## src/rtl/seven_seg_pkg.sv

```systemverilog
// Shared constants for the seven-segment scan controller: active-low hex glyphs
// in {g,f,e,d,c,b,a} order and the brightness resolution.
package seven_seg_pkg;

  typedef logic [6:0] seg_t;

  localparam int   BRIGHT_LEVELS = 16;
  localparam seg_t SEG_OFF       = 7'h7F;

  // Entry n is the glyph for hex digit n (0 = 7'h40 ... F = 7'h0E).
  localparam logic [15:0][6:0] HEX_SEG = {
    7'h0E, 7'h06, 7'h21, 7'h46, 7'h03, 7'h08, 7'h10, 7'h00,
    7'h78, 7'h02, 7'h12, 7'h19, 7'h30, 7'h24, 7'h79, 7'h40
  };

endpackage

```

## src/rtl/seven_seg_hex_decoder.sv

```systemverilog
// Combinational hex nibble to active-low seven-segment glyph lookup.
module seven_seg_hex_decoder
  import seven_seg_pkg::*;
(
  input  logic [3:0] i_nibble,
  output seg_t       o_seg
);

  assign o_seg = HEX_SEG[i_nibble];

endmodule

```

## src/rtl/seven_seg_scan_ctrl.sv

```systemverilog
// Multiplexed common-anode seven-segment scanner with PWM brightness, blink,
// leading-zero blanking, anti-ghost blanking and a frame-aligned shadow register.
module seven_seg_scan_ctrl
  import seven_seg_pkg::*;
#(
  parameter int NUM_DIGITS   = 8,
  parameter int PHASE_CYCLES = 781,
  parameter int BLANK_CYCLES = 4,
  parameter int BLINK_FRAMES = 250
) (
  input  logic                    clk,
  input  logic                    rst,
  input  logic [4*NUM_DIGITS-1:0] value,
  input  logic [NUM_DIGITS-1:0]   dp_in,
  input  logic [NUM_DIGITS-1:0]   digit_en,
  input  logic [NUM_DIGITS-1:0]   blink_mask,
  input  logic                    lz_blank,
  input  logic [3:0]              brightness,
  input  logic                    update,
  output logic [NUM_DIGITS-1:0]   AN,
  output logic [6:0]              CAT,
  output logic                    DP,
  output logic                    frame_start
);

  localparam int PHASE_W = (PHASE_CYCLES > 1) ? $clog2(PHASE_CYCLES) : 1;
  localparam int DIGIT_W = $clog2(NUM_DIGITS);
  localparam int FRAME_W = (BLINK_FRAMES > 1) ? $clog2(BLINK_FRAMES) : 1;

  localparam logic [PHASE_W-1:0] PHASE_LAST  = PHASE_W'(PHASE_CYCLES - 1);
  localparam logic [PHASE_W-1:0] BLANK_LIM   = PHASE_W'(BLANK_CYCLES);
  localparam logic [3:0]         BRIGHT_LAST = 4'(BRIGHT_LEVELS - 1);
  localparam logic [DIGIT_W-1:0] DIGIT_LAST  = DIGIT_W'(NUM_DIGITS - 1);
  localparam logic [FRAME_W-1:0] FRAME_LAST  = FRAME_W'(BLINK_FRAMES - 1);

  typedef struct packed {
    logic [4*NUM_DIGITS-1:0] value;
    logic [NUM_DIGITS-1:0]   dp;
    logic [NUM_DIGITS-1:0]   digit_en;
    logic [NUM_DIGITS-1:0]   blink_mask;
    logic                    lz_blank;
    logic [3:0]              brightness;
  } disp_cfg_t;

  logic [PHASE_W-1:0] r_phase_cnt;
  logic [3:0]         r_bright_phase;
  logic [DIGIT_W-1:0] r_digit_idx;
  logic [FRAME_W-1:0] r_frame_cnt;
  logic               r_blink_phase;

  disp_cfg_t r_pending;
  disp_cfg_t r_shadow;
  logic      r_pending_valid;

  disp_cfg_t             w_in_cfg;
  logic                  w_phase_tc;
  logic                  w_bright_tc;
  logic                  w_digit_wrap;
  logic                  w_frame_wrap;
  logic [NUM_DIGITS-1:0] w_lz_hide;
  logic                  w_zero_run;
  logic [3:0]            w_nibble;
  seg_t                  w_seg;
  logic                  w_guard;
  logic                  w_visible;
  logic                  w_frame_first;
  logic [NUM_DIGITS-1:0] w_an_on;

  assign w_in_cfg = '{value: value, dp: dp_in, digit_en: digit_en,
                      blink_mask: blink_mask, lz_blank: lz_blank,
                      brightness: brightness};

  assign w_phase_tc   = (r_phase_cnt == PHASE_LAST);
  assign w_bright_tc  = w_phase_tc && (r_bright_phase == BRIGHT_LAST);
  assign w_digit_wrap = w_bright_tc && (r_digit_idx == DIGIT_LAST);
  assign w_frame_wrap = w_digit_wrap && (r_frame_cnt == FRAME_LAST);

  always_ff @(posedge clk or negedge rst) begin
    if (!rst) begin
      r_phase_cnt    <= '0;
      r_bright_phase <= '0;
      r_digit_idx    <= '0;
      r_frame_cnt    <= '0;
      r_blink_phase  <= 1'b0;
    end else begin
      // NOTE: non-blocking so every counter sees the same pre-edge terminal
      // counts, making the cascade advance as one coherent step.
      if (w_phase_tc) begin
        r_phase_cnt    <= '0;
        r_bright_phase <= r_bright_phase + 4'd1;
      end else begin
        r_phase_cnt <= r_phase_cnt + 1'b1;
      end
      if (w_bright_tc)  r_digit_idx   <= w_digit_wrap ? '0 : r_digit_idx + 1'b1;
      if (w_digit_wrap) r_frame_cnt   <= w_frame_wrap ? '0 : r_frame_cnt + 1'b1;
      if (w_frame_wrap) r_blink_phase <= ~r_blink_phase;
    end
  end

  // A write landing on the transfer edge stays pending; the older data moves.
  always_ff @(posedge clk or negedge rst) begin
    if (!rst) begin
      // NOTE: pending/shadow are cleared so nothing lights before the first
      // update reaches the display, rather than showing power-up garbage.
      r_pending       <= '0;
      r_shadow        <= '0;
      r_pending_valid <= 1'b0;
    end else begin
      if (update) begin
        r_pending       <= w_in_cfg;
        r_pending_valid <= 1'b1;
      end else if (w_digit_wrap) begin
        r_pending_valid <= 1'b0;
      end
      if (w_digit_wrap && r_pending_valid) r_shadow <= r_pending;
    end
  end

  always_comb begin
    // NOTE: defaults first so every path assigns every bit; no latches.
    w_zero_run = 1'b1;
    w_lz_hide  = '0;
    for (int k = NUM_DIGITS - 1; k >= 0; k--) begin
      w_zero_run = w_zero_run & (r_shadow.value[4*k +: 4] == 4'h0);
      if (k != 0) w_lz_hide[k] = r_shadow.lz_blank & w_zero_run;
    end
  end

  assign w_nibble = r_shadow.value[4*r_digit_idx +: 4];

  seven_seg_hex_decoder u_hex_decoder (
    .i_nibble (w_nibble),
    .o_seg    (w_seg)
  );

  assign w_guard   = (r_bright_phase == 4'd0) && (r_phase_cnt < BLANK_LIM);
  assign w_visible = r_shadow.digit_en[r_digit_idx]
                   & ~w_lz_hide[r_digit_idx]
                   & ~(r_shadow.blink_mask[r_digit_idx] & r_blink_phase)
                   & (r_bright_phase < r_shadow.brightness)
                   & ~w_guard;

  assign w_frame_first = (r_digit_idx == '0) && (r_bright_phase == 4'd0) &&
                         (r_phase_cnt == '0);
  assign w_an_on       = ~(NUM_DIGITS'(1) << r_digit_idx);

  always_ff @(posedge clk or negedge rst) begin
    if (!rst) begin
      AN          <= '1;
      CAT         <= SEG_OFF;
      DP          <= 1'b1;
      frame_start <= 1'b0;
    end else begin
      AN          <= w_visible ? w_an_on : '1;
      CAT         <= w_visible ? w_seg : SEG_OFF;
      DP          <= w_visible ? ~r_shadow.dp[r_digit_idx] : 1'b1;
      frame_start <= w_frame_first;
    end
  end

endmodule

```

## config.mk

```make
export PLATFORM = sky130hd
export DESIGN_NAME = seven_seg_scan_ctrl
export DESIGN_NICKNAME = d
export VERILOG_FILES = /design/src/rtl/seven_seg_pkg.sv /design/src/rtl/seven_seg_hex_decoder.sv /design/src/rtl/seven_seg_scan_ctrl.sv
export SDC_FILE = /design/constraint.sdc
export NUM_CORES = 1
export LEC_CHECK = 0
export ABC_AREA = 1
export BUFFER_PORTS_ARGS = -buffer_cell sky130_fd_sc_hd__buf_2
export CAP_MARGIN = 10
export CELL_PAD_IN_SITES_DETAIL_PLACEMENT = 2
export CELL_PAD_IN_SITES_GLOBAL_PLACEMENT = 2
export CORE_MARGIN = 5
export CORE_UTILIZATION = 23
export DETAILED_ROUTE_END_ITERATION = 8
export HOLD_SLACK_MARGIN = 0.05
export PLACE_DENSITY_LB_ADDON = 0.1
export SETUP_SLACK_MARGIN = 0.2
export SLEW_MARGIN = 10
export SYNTH_ARGS = -nofsm -noshare
export SYNTH_HDL_FRONTEND = slang
export SYNTH_SLANG_ARGS = --single-unit
export TNS_END_PERCENT = 100
```

## constraint.sdc

```tcl
create_clock -name clk -period 2.1 [get_ports clk]
set_input_delay 0.105 -clock clk [delete_from_list [all_inputs] [get_ports clk]]
set_output_delay 0.105 -clock clk [all_outputs]
set_load 0.01 [all_outputs]
```

; ---- Yosys cells after proc, flatten, opt, wreduce, memory -nomap -nowiden
; Memories as Yosys holds them, arrays and structs flattened.
; Index checks and enable logic that the tools add are counted.
[totals]
reg_bits = 166
mem_bits_ro = 112
inputBits = 64
elab_cells = 96
mem_count = 1
[op_classes]
addsub = 4
order_cmp = 4
n_eq_ne = 4
n_shift = 2
muxes = 17
bitwise_logic = 24
n_reduce_logical = 18
[mem_list]
columns = name, depth, word_bits, read_ports, rd_clocked_by_memory_dff, wr, line_no
row1 = (name not given), 16, 7, 1, 0, 0, seven_seg_hex_decoder.sv:9  ; assign o_seg = HEX_SEG[i_nibble];
[op_table]
columns = cell, count
row1 = logical NOT 4 bit, 8
row2 = variable part select 32 x 6 -> 4 bit, 1
row3 = AND 1 bit, 18
row4 = two-way mux 8 bit, 2
row5 = two-way mux 7 bit, 2
row6 = binary-select mux 1 bit (select 3 bit), 4
row7 = adder 10 x 1 -> 10 bit (second input constant), 1
row8 = == test 10 bit (second input constant), 1
row9 = logical NOT 10 bit, 1
row10 = < comparator 10 x 3 -> 1 bit (second input constant), 1
row11 = two-way mux 10 bit, 1
row12 = adder 8 x 1 -> 8 bit (second input constant), 1
row13 = == test 8 bit (second input constant), 1
row14 = NOT 8 bit, 1
row15 = left shift 1 x 3 -> 8 bit (first input constant), 1
row16 = logical AND 1 bit, 7
row17 = two-way mux 1 bit, 7
row18 = < comparator 4 x 5 -> 1 bit (second input constant), 1
row19 = NOT 1 bit, 5
row20 = adder 4 x 1 -> 4 bit (second input constant), 1
row21 = == test 4 bit (second input constant), 1
row22 = < comparator 3 x 4 -> 1 bit (second input constant), 1
row23 = < comparator 4 bit, 1
row24 = adder 3 x 1 -> 3 bit (second input constant), 1
row25 = other kinds (4), 4

; ---- Depth between registers and ports, before layout
; Gate-level depths: netlist of the first run.
[depth]
ltp_word = 16
mapped_depth = 15
mapped_depth_nobuf = 13

; ---- Hierarchy
; From an unflattened synthesis of the first run, not the netlist that was laid out.
[hier_totals]
hier_cells = 957
hier_area_um2 = 7870.0
[by_module_without_submodules]
columns = mod, n_inst, cells_each, area_each_um2
row1 = seven_seg_scan_ctrl, 1, 908, 7596.0
row2 = seven_seg_hex_decoder, 1, 49, 274.0

; ---- Worst setup path before layout of the first run
; Ideal clock, no wire load.
[synth_path]
path_type = reg2reg
startpoint = register r_digit_idx[0]
endpoint = register CAT[3]
setup_time_ps = 64
arrival_ps = 1834
required_time_ps = 2036
setup_slack_ps = 203
stages_incl_launch_ff = 11
n_path_buf = 3
period_less_slack_ps = 1897
cell_sequence = dfrtp_1 -> buf_4 -> buf_6 -> buf_2 -> o211ai_1 -> nand2_1 -> a21oi_1 -> ha_1 -> nand2_1 -> nand3_1 -> nand3_1
[synth_via]
elab_chain_len = 8
word_cells_on_any_way = 17
[synth_lines]
columns = element, line_no
row1 = start: declaration, seven_seg_scan_ctrl.sv:47  ; logic [DIGIT_W-1:0] r_digit_idx;
row2 = start signal: assignment, seven_seg_scan_ctrl.sv:94  ; if (w_bright_tc) r_digit_idx <= w_digit_wrap ? '0 : r_digit_idx + 1'b1;
row3 = branches (longest 7 deep; another with memory (16 x 7 bit)), -
row4 = two-way mux 7 bit *, seven_seg_scan_ctrl.sv:155  ; CAT <= w_visible ? w_seg : SEG_OFF;
row5 = end signal: assignment, seven_seg_scan_ctrl.sv:155
row6 = end: declaration, seven_seg_scan_ctrl.sv:21  ; output logic [6:0] CAT,
; Mark *: on every way between the ends. The select of a mux whose other input is x is not followed.
; A chain may end at the register's enable or synchronous reset.

; ---- Worst setup path in the final report of the first run
[layout_path]
startpoint = register r_digit_idx[0]
endpoint = register CAT[5]
; Same word-level chain as after synthesis.

==> summary.md, run 1 <==
| Metric | Value |
|---|---|
| Setup violations, final | 0 |
| R2R Setup Slk | roughly 0.19 ns |
| Largest net degree at the start of global routing | 53 |
| Sequential element share of the synthesized area | between 50% and 60% |
| Clock buffer depth | 2 |
| Max_cap viols | 0 |
| Synth area leader | dfrtp_1 |
| Clock skew | 0.0126 ns |
| Area growth syn-to-layout | 41.2% |
| Area contributors post-synth | dfrtp_1 48%, nand2_1 14%, dfstp_2 5.4%, inv_1 4.8%, nand3_1 3.7% |
| Yosys reg bits | about 170 |
| HPWL Detailed | ~16,000 um |
| Placed cells | 1,422 |
| Gr usage total | between 10 and 15% |
| Ys async rst share | 100% |
| Row count | 67 |
| Initial antenna violation count | 0 |
| Uppermost routed layer | met4 |
| Cells after Synth | 905 |
| Ant diodes | 0 |
| Slowest CP cell | dfrtp_2 |
| Avg Cell Area, Syn | 8.60 um^2 |
| Vias in the first global route | 7,088 |
| Crit Path Max Fanout | 8 |
| YS warnings | 0 |
| Die Span Y | about 190 um |
| Worst Path Arrival | 2.27 ns |
| Post-synth top area share | slightly below 50% |
| Mapped Area | 7780 um^2 |
| Critical path cell sequence | buf_6 -> clkbuf_16 -> buf_6 -> o21ai_2 -> nand2_1 -> inv_1 -> nor2_1 -> nand3_1 -> nand2_2 -> nor2_4 -> buf_12 -> nand3_1 |
| Final non-filler cell total | 1,554 |
| Vias | 6,534 |
| Clock latency on the worst-skew pair | 0.45 ns |
| Initial DRT Pass Iterations | 4 |
| CTS tree | yes |
| Main synth FF type | dfrtp_1 |
| H-tree levels | 4 |
| Synth Net Count | 990 |
| RSZ-0062 raised after global routing | yes |
| Core region area | approximately 33,000 um^2 |
| Fin nets | about 1,200 |
| Rel. slew slack | between 70% and 80% |
| Clock-pin slew on the worst setup and hold paths | 0.08 ns |
| Setup crit end kind | flip-flop |
| Clock root cell | clkbuf_16 |
| F_max | 0.524 GHz |
| Fin crit share | 90.8% |
| Drt wl/cell | ~16 um |
| Share of cells above drive strength 1 | between 20% and 30% |
| Status | complete, no violations |
| First-pass GRT wire length | 39,000 um |
| 1st-iter DRT viols | between 150 and 200 |
| Initial Util | 23.3% |
| CTS Sinks | 166 |
| Pwr Total | between 7 and 8 mW |
| Total CTS buffers | 17 |
| Vias per cell | 4.20 |
| Grt total ovfl | 0 |
| WL met1 | roughly 12,000 um |
| Worst min path class | input pin to asynchronous set/reset pin |
| Drt total wl | 24,800 um |
| Worst path max stage delay | 0.48 ns |
| TNS Setup | 0 ns |
| Critical path type | flip-flop to flip-flop |
| Leak Pwr | 5.19 nW |
| DRC | 0 |
| Worst-case vdd ir drop | 0.000575 V |
| Routed Antenna Nets | 0 |
| PortBufs | 80 |
| Routed length on met3 | between 500 and 600 um |
| Final Hold Viols | 0 |
| Die width | 194 um |
| Met2 routed WL | 11,900 um |
| Routability-driven placement congestion ratio | about 0.72 |
| PD cells | 642 nW/um^2 |
| Boundary Pins | 81 |
| Max-slew violations | 0 |
| Critical Path RT | 2.46 ns |
| Die Area | ~38,000 um^2 |
| Number of synthesized flops with an enable pin | 0 |
| Distinct cells, synth | 34 |
| Slew of the pin with the lowest slew margin | 0.441 ns |
| Crit path launch type | flip-flop |
| Min cycle time layout | ~1.9 ns |
-- logic make-up after synthesis --
family / count (synthesis) / synth area share (%)
compound gates: 127 / 9.41
mux: 1 / 0.129
xor+xnor: 12 / 1.35
simple gates: 432 / 23.9
flops: 166 / 53.7
buf+inv: 146 / 8.20
fa+ha+maj: 21 / 3.38
-- worst paths after layout --
path	start	depth (start not counted)	end
max in group asynchronous	rst	3	CAT[4]$_DFF_PN1_
min	rst	2	r_shadow[5]$_DFFE_PN0P_
min reg2reg	r_pending[45]$_DFFE_PN0P_	2	r_pending[45]$_DFFE_PN0P_
max reg2reg	r_digit_idx[0]$_DFFE_PN0P_	12	CAT[5]$_DFF_PN1_
min in group clk	update	4	r_pending_valid$_DFFE_PN0P_
max	r_digit_idx[0]$_DFFE_PN0P_	12	CAT[5]$_DFF_PN1_
-- metal layers --
layer  track usage [%]  vias to the layer above
met5                 0                        -
met3              2.87                       11
met1              17.6                     3246
li1                  -                     3215
met2              20.8                       62
met4              3.36                        0
-- worst max-delay path: cells and delay by family (launching register included) --
kind | cells | cell delay (ns)
flops | 1 | 0.48
buf+inv | 5 | 0.65
compound gates | 1 | 0.11
simple gates | 6 | 0.58
-- where the power goes --
part           switching, mW  internal [mW]  total, mW
logic                  0.226          0.183      0.409
clock network           1.47           1.81       3.28
registers             0.0610           3.30       3.36
total                   1.75           5.30       7.05
-- per-stage QoR --
step / util [%] / worst slack (ns) / hold WS, ns / cell area (um^2)
floorplan: - / 0.203 / -0.191 / 7780
global placement: 26.3 / 0.120 / 0.0456 / 8810
detailed placement: 26.3 / 0.0857 / 0.0443 / 8810
CTS: 30.5 / 0.197 / 0.136 / 10200
global route: 32.8 / 0.0979 / 0.184 / 11000
finish: 32.8 / 0.193 / 0.152 / 11000
-- repair_timing --
action	4_1_cts	5_1_grt
hold buffers	64	0
gates cloned	2	14
setup buffers	5	16
pin swaps	1	3
setup endpoints to repair	80	86
endpoints found under the hold margin	221	0
gates resized for setup	14	96
-- placed cells by master, fill, tap and decap left out, drive strengths merged, types with 2 or more instances in the layout --
cell type / synthesis / layout
nor3: 5 / 5
clkinvlp: 0 / 2
a32o: 2 / 2
clkinv: 2 / 4
bufinv: 0 / 2
nor2: 76 / 76
buf: 23 / 137
nand3b: 3 / 3
clkbuf: 18 / 27
dlygate4sd3: 0 / 64
o211ai: 3 / 3
o21ai: 92 / 92
xnor2: 7 / 7
dfstp: 16 / 16
nand3: 60 / 60
ha: 21 / 21
nand2: 284 / 284
a21oi: 28 / 28
inv: 103 / 110
nand4: 3 / 3
dfrtp: 150 / 150
xor2: 5 / 5
-- cell usage after synthesis, types with 7 or more instances --
cell,number
nand2_1,281
dfrtp_1,150
inv_1,100
nand3_1,58
nor2_1,54
o21ai_0,49
o21ai_1,43
ha_1,21
a21oi_2,20
clkbuf_1,18
dfstp_2,16
nor2_2,11
nor2_4,11
buf_2,9
a21oi_1,8
buf_6,8
xnor2_1,7
-- layout make-up --
class | count | area, um^2
tap | 448 | 561
inverter | 105 | 399
sequential | 166 | 4180
clock inverter | 13 | 156
timing repair buffer | 211 | 1940
fill | 3746 | 22500
clock buffer | 18 | 439
multi-input combinational | 593 | 3320
-- state kept, by name (all words and copies together) (netlist names) --
signal	flops
r_frame_cnt	8
r_phase_cnt	10
r_bright_phase	4
r_pending_valid	1
r_digit_idx	3
r_pending	61
frame_start	1
r_blink_phase	1
r_shadow	61
CAT	7
DP	1
AN	8
(Power assumes the default switching activity.)
==> run 2, diff against run 1 <==
Settings changed: CORE_UTILIZATION 23 to 35, GPL_TIMING_DRIVEN set to 0.
Clock period 2.1 ns to 2.03 ns, I/O delays scaled along.
==> run 2 against run 1 <==
- the run now ends with negative setup slack left
- critical endpoint is now r_shadow[12]$_DFFE_PN0P_
- largest power group unchanged
- setup slack worse by 0.46 ns
- final cell count is 8.3% lower
- wire length is 46% higher
- global-route usage is 9.8 points higher
- non-clock buffer count is 37 higher
- sequential power is 4% higher
- combinational power is 14% higher
==> summary.md, run 2 (same netlist as run 1, synthesis figures left out) <==
| Metric | Value |
|---|---|
| Status | finished, violations left |
| Violated checks | negative setup slack |
| Vias per cell | slightly above 5 |
| Initial Util | 35.6% |
| Row count | 54 |
| Vias | 7,398 |
| Slew of the pin with the lowest slew margin | 0.765 ns |
| Min cycle time layout | 2.30 ns |
| TNS Setup | -14.42 ns |
| Die Area | 25,300 um^2 |
| Clock skew | 0.0168 ns |
| Clock share of power | 46.3% |
| Crit Path Max Fanout | 7 |
| Commonest non-fill, non-tap cell in the layout | nand2_1 |
| F_max | approximately 0.44 GHz |
| Leak Pwr | 5.48 nW |
| Fin util | approximately 53% |
| Routability-driven placement congestion ratio | 0.762 |
| Fin crit share | 113% |
| Flop pwr share | 47.4% |
| Max_cap viols | 0 |
| Drt total wl | about 36,000 um |
| Gr usage total | approximately 23% |
| CTS Sinks | 166 |
| RSZ-0062 raised after global routing | yes |
| Worst min path class | input pin to asynchronous set/reset pin |
| Final worst slack | -0.268 ns |
| Int Power | 5.28 mW |
| Final non-filler cell total | about 1,400 |
| Fin nets | 1,216 |
| Core region area | 21,800 um^2 |
| Largest net degree at the start of global routing | 85 |
| Largest regs | r_pending x61, r_shadow x61, r_phase_cnt x10 |
| First-pass GRT wire length | 45,600 um |
| Die width | between 150 and 200 um |
| Routed Antenna Nets | 0 |
| Initial DRT Pass Iterations | 4 |
| Fill count | 2,218 |
| Vias in the first global route | 8,013 |
| Setup violations, final | 90 |
| Drt wl/cell | 25.5 um |
| Placed cells | approximately 1,300 |
| DRC | 0 |
| Max-slew violations | 0 |
| Die Span Y | between 150 and 200 um |
| Worst-case vdd ir drop | around 0.00047 V |
| PD cells | 633 nW/um^2 |
| Clock buffer depth | 2 |
| Comb power frac | approximately 6.3% |
| Commonest non-fill, non-tap cells in the layout | 218 x nand2_1, 149 x dfrtp_1, 93 x inv_1 |
| Setup crit end kind | flip-flop |
| 1st-iter DRT viols | 335 |
| Share of cells above drive strength 1 | a little over a third |
| Rel. slew slack | 49.0% |
| Worst Path Arrival | between 2 and 3 ns |
| FF/Latch Area | 4180 um^2 |
| PortBufs | 79 |
| Sw Ratio | 28.2% |
| H-tree levels | 4 |
| CTS tree | yes |
| Clock root cell | clkbuf_16 |
| WHS | just under 0.2 ns |
| Boundary Pins | 81 |
| Clock latency on the worst-skew pair | 0.46 ns |
| Initial antenna violation count | 1 |
| HPWL Detailed | 16,300 um |
| Critical path type | flip-flop to flip-flop |
| Crit path launch type | flip-flop |
| Clock-pin slew on the worst setup and hold paths | 0.09 ns |
| Final Hold Viols | 0 |
| Total CTS buffers | 17 |
| Grt total ovfl | 0 |
| Area growth syn-to-layout | 49.5% |
| Psw | around 2.1 mW |
| Critical Path RT | around 2.4 ns |
| Area of the multi-input gates | 3690 um^2 |
==> run 2: power groups by stage <==
stage / sequential [mW] / clock [mW] / combinational (mW)
2_1_floorplan: 3.52 / 0 / 0.135
3_3_place_gp: 3.53 / 0 / 0.309
3_5_place_dp: 3.53 / 0 / 0.331
4_1_cts: 3.48 / 3.34 / 0.425
5_1_grt: 3.49 / 3.58 / 0.524
6_report: 3.49 / 3.41 / 0.465
==> run 2: metrics by stage <==
| step | total power [mW] | worst slack, ns | area, um^2 |
|---|---|---|---|
| 2_1_floorplan | 3.66 | 0.210 | 7780 |
| 3_3_place_gp | 3.84 | -1.86 | 8530 |
| 3_5_place_dp | 3.87 | -0.454 | 8570 |
| 4_1_cts | 7.24 | 0.0113 | 10800 |
| 5_1_grt | 7.59 | -0.330 | 11600 |
| 6_report | 7.36 | -0.268 | 11600 |
==> run 2: timing repair <==
action                                  CTS  global route
gates resized for setup                 151           134
hold endpoints to repair                142             0
setup buffers                            34            22
pin swaps                                30            22
endpoints found under the setup margin   89            90
hold buffers                             62             0
cloned                                    8             3
==> run 2: path summary, 6_finish.rpt <==
kind                                          startpoint                        end  slack (ns)  depth (start not counted)
min in group clk                                  update  r_pending[12]$_DFFE_PN0P_        0.29                          4
hold / removal                                       rst   r_phase_cnt[4]$_DFF_PN0_        0.20                          2
setup / recovery           r_bright_phase[0]$_DFFE_PN0P_   r_shadow[12]$_DFFE_PN0P_       -0.27                         11
max in group asynchronous                            rst           CAT[4]$_DFF_PN1_        0.96                          3
hold reg to reg                 r_shadow[35]$_DFFE_PN0P_   r_shadow[35]$_DFFE_PN0P_        0.53                          2
setup reg to reg           r_bright_phase[0]$_DFFE_PN0P_   r_shadow[12]$_DFFE_PN0P_       -0.27                         11
==> run 2: cell type report <==
| class | count | share of cell area, % |
|---|---|---|
| diodes | 1 | 0.0215 |
| flip-flops and latches | 166 | 35.9 |
| multi-input cells | 593 | 31.7 |
| clock inverters | 14 | 1.31 |
| clock buffers | 18 | 3.78 |
| plain buffers | 39 | 3.89 |
| repair buffers | 209 | 16.9 |
| inverters | 105 | 3.52 |
| well taps | 280 | 3.01 |
==> run 2: worst max-delay path, cell delays in order (launching register included) <==
cell	delay, ns
dfrtp_1	0.43
ha_1	0.22
inv_1	0.09
nor3_1	0.24
inv_1	0.13
nor2_4	0.19
nand3_4	0.17
buf_12	0.18
buf_16	0.15
buf_6	0.12
buf_12	0.13
a21oi_4	0.15
==> run 2: metal layers <==
layer  vias to the layer above  part of all wire [%]  GRT usage (%)
met5                         -                     0              0
li1                       3281                     -              -
met3                        99                   3.4           3.88
met4                         0                   4.9           6.24
met1                      3817                    39           27.8
met2                       201                    53           41.1
==> run 3, diff against run 2 <==
Settings changed: ABC_AREA 1 to 0.
==> run 3 against run 2 <==
- the run still ends with negative setup slack left
- final cell count fell by 29%
- largest cell class unchanged
- setup slack got worse by 0.073 ns
- die area shrank 5.5%
==> summary.md, run 3 <==
| Metric | Value |
|---|---|
| Die width | 155 um |
| Avg Cell Area, Syn | 14.3 um^2 |
| Final Hold Viols | 0 |
| Clock latency on the worst-skew pair | 0.44 ns |
| Crit path launch type | flip-flop |
| Placed cell area | 8200 um^2 |
| Synth area leader | dfrtp_1 |
| Total CTS buffers | 17 |
| Setup crit end kind | flip-flop |
| Commonest non-fill, non-tap cell in the layout | dfrtp_1 |
| Initial antenna violation count | 0 |
| Distinct cells, synth | 48 |
| Clock skew | 0.0158 ns |
| Initial DRT Pass Iterations | 4 |
| Slew of the pin with the lowest slew margin | 0.787 ns |
| Violated checks | negative setup slack |
| Share of cells above drive strength 1 | 50.8% |
| Leak Pwr | 4.78 nW |
| Sequential element share of the synthesized area | 57.0% |
| YS warnings | 0 |
| Initial Util | 35.2% |
| Die Span Y | 155 um |
| HPWL Detailed | 13,000 um |
| Slowest CP cell | mux4_2 |
| Post-synth top area share | around 51% |
| Commonest non-fill, non-tap cells in the layout | 147 x dfrtp_1, 105 x mux2_2, 79 x buf_2 |
| Worst Path Arrival | roughly 2.7 ns |
| CP bufs+invs | 3 |
| 1st-iter DRT viols | between 100 and 150 |
| Vias in the first global route | 5,732 |
| First-pass GRT wire length | 33,200 um |
| Fin crit share | 117% |
| Clock buffer depth | 2 |
| H-tree levels | 4 |
| Area contributors post-synth | dfrtp_1 51%, mux2_2 19%, dfstp_2 5.7%, ha_1 3.6%, mux4_2 3.1% |
| Ant diodes | 0 |
| PD cells | 720 nW/um^2 |
| Synth Net Count | between 500 and 600 |
| Routability-driven placement congestion ratio | 0.711 |
| Critical path type | flip-flop to flip-flop |
| Drt wl/cell | ~21 um |
| Rel. slew slack | a little under half |
| Fill count | 1,970 |
| Status | finished, violations left |
| F_max | ~0.42 GHz |
| Fin util | 49.9% |
| Row count | 53 |
| Worst min path class | input pin to asynchronous set/reset pin |
| Clock root cell | clkbuf_16 |
| Largest regs | r_pending x61, r_shadow x61, r_phase_cnt x10 |
| Max-slew violations | 0 |
| Clock-pin slew on the worst setup and hold paths | ~0.080 ns |
| Vias per cell | 4.95 |
| Number of synthesized flops with an enable pin | 0 |
| Worst path max stage delay | 0.51 ns |
| DRC | 0 |
| Vias | 5,009 |
| Most common cell in the netlist | dfrtp_1 |
| Area growth syn-to-layout | 41.9% |
| CTS tree | yes |
| PortBufs | 79 |
| Setup violations, final | 79 |
| Yosys reg bits | approximately 170 |
| Worst path top cell family by delay | multiplexers |
| Routed Antenna Nets | 0 |
| Final worst slack | -0.341 ns |
| Die Area | 23,900 um^2 |
| Worst-case vdd ir drop | 0.000610 V |
| Critical Path RT | 2.39 ns |
| Grt total ovfl | 0 |
| Gr usage total | ~18% |
| RSZ-0062 raised after global routing | yes |
| Drt total wl | approximately 21,000 um |
| Main synth FF type | dfrtp_1 |
| Mapped Area | about 7300 um^2 |
| Cell area after layout | 10,400 um^2 |
| Crit Path Max Fanout | 6 |
| Critical path cell sequence | buf_12 -> clkbuf_16 -> mux4_2 -> mux2i_4 -> inv_2 -> ha_4 -> or3b_4 -> o221ai_2 -> nand3_1 |
| Ranking of synthesized cells by instance count | 150 x dfrtp_1, 126 x mux2_2, 21 x ha_1 |
| Fin nets | slightly above 800 |
| Ys async rst share | 100% |
| Largest net degree at the start of global routing | 104 |
| Max_cap viols | 0 |
| Cells after Synth | 511 |
| CTS Sinks | 166 |
| Min cycle time layout | ~2.4 ns |
| Core region area | about 21,000 um^2 |
| Boundary Pins | 81 |
[run 3: cell count changes after synthesis, moves of 41 or more]
cell,delta
inv_1,-87
mux2_2,+126
nor2_1,-45
o21ai_1,-43
nand3_1,-41
nand2_1,-262
[run 3: final timing paths]
kind	startpoint	end	slack [ns]	cells past startpoint
setup / recovery	r_digit_idx[1]$_DFFE_PN0P_	CAT[0]$_DFF_PN1_	-0.34	9
hold / removal	rst	r_frame_cnt[0]$_DFFE_PN0P_	0.22	2
setup reg to reg	r_digit_idx[1]$_DFFE_PN0P_	CAT[0]$_DFF_PN1_	-0.34	9
hold reg to reg	r_shadow[25]$_DFFE_PN0P_	r_shadow[25]$_DFFE_PN0P_	0.50	1
max in group asynchronous	rst	r_pending[43]$_DFFE_PN0P_	0.93	3
min in group clk	update	r_pending[3]$_DFFE_PN0P_	0.33	2
[run 3: per-stage QoR]
step                setup slack [ns]  total power, mW  hold WS [ns]  instances  setup TNS [ns]
finish                        -0.341             7.49         0.220       1011          -19.33
global route                  -0.460             7.80         0.251       1011          -24.62
CTS                           -0.338             7.58         0.212        986          -18.95
detailed placement            -0.526             3.89        0.0976        866          -16.88
global placement               -1.66             3.85         0.334        865         -272.15
floorplan                     -0.231             3.68        -0.194        511          -0.576
[run 3: layer usage]
| metal | routed length [um] | vias to the layer above | global-route usage [%] |
|---|---|---|---|
| met4 | 194 | 0 | 4.54 |
| met1 | 9540 | 2633 | 23.6 |
| met2 | 11000 | 73 | 31.3 |
| met3 | 521 | 16 | 3.44 |
| met5 | 0 | - | 0 |
| li1 | - | 2287 | - |
[run 3: where the power goes]
group          total [mW]  internal (mW)  leakage, nW  switching (mW)
sequential           3.51           3.43         2.10          0.0787
clock                3.57           2.10        0.317            1.47
combinational       0.407          0.239         2.36           0.168
total                7.49           5.77         4.78            1.72
[run 3: logic make-up (layout without fill, tap and decap cells)]
kind of cell    count (synthesis)  after routing  synth area share (%)
mux                           150            150                  25.3
xor+xnor                       13             13                  1.56
fa+ha+maj                      21             21                  3.59
compound gates                 33             33                  3.23
simple gates                   89             90                  6.56
buf+inv                        39            263                  2.75
flops                         166            166                  57.0
[run 3: repair_timing]
action	4_1_cts	5_1_grt
setup buffers	19	23
cloned	7	2
setup endpoints to repair	96	91
hold buffers	62	0
pin swaps	3	9
resized for setup	38	66
hold endpoints to repair	124	0
[run 3: layout make-up]
class	count	area (um^2)	area share, %
Sequential cell	166	4180	40.2
Buffer	25	282	2.71
Clock inverter	15	214	2.06
Timing Repair Buffer	192	1640	15.8
Tap cell	275	344	3.31
Clock buffer	17	425	4.09
Inverter	14	55.1	0.530
Multi-Input combinational cell	307	3250	31.3
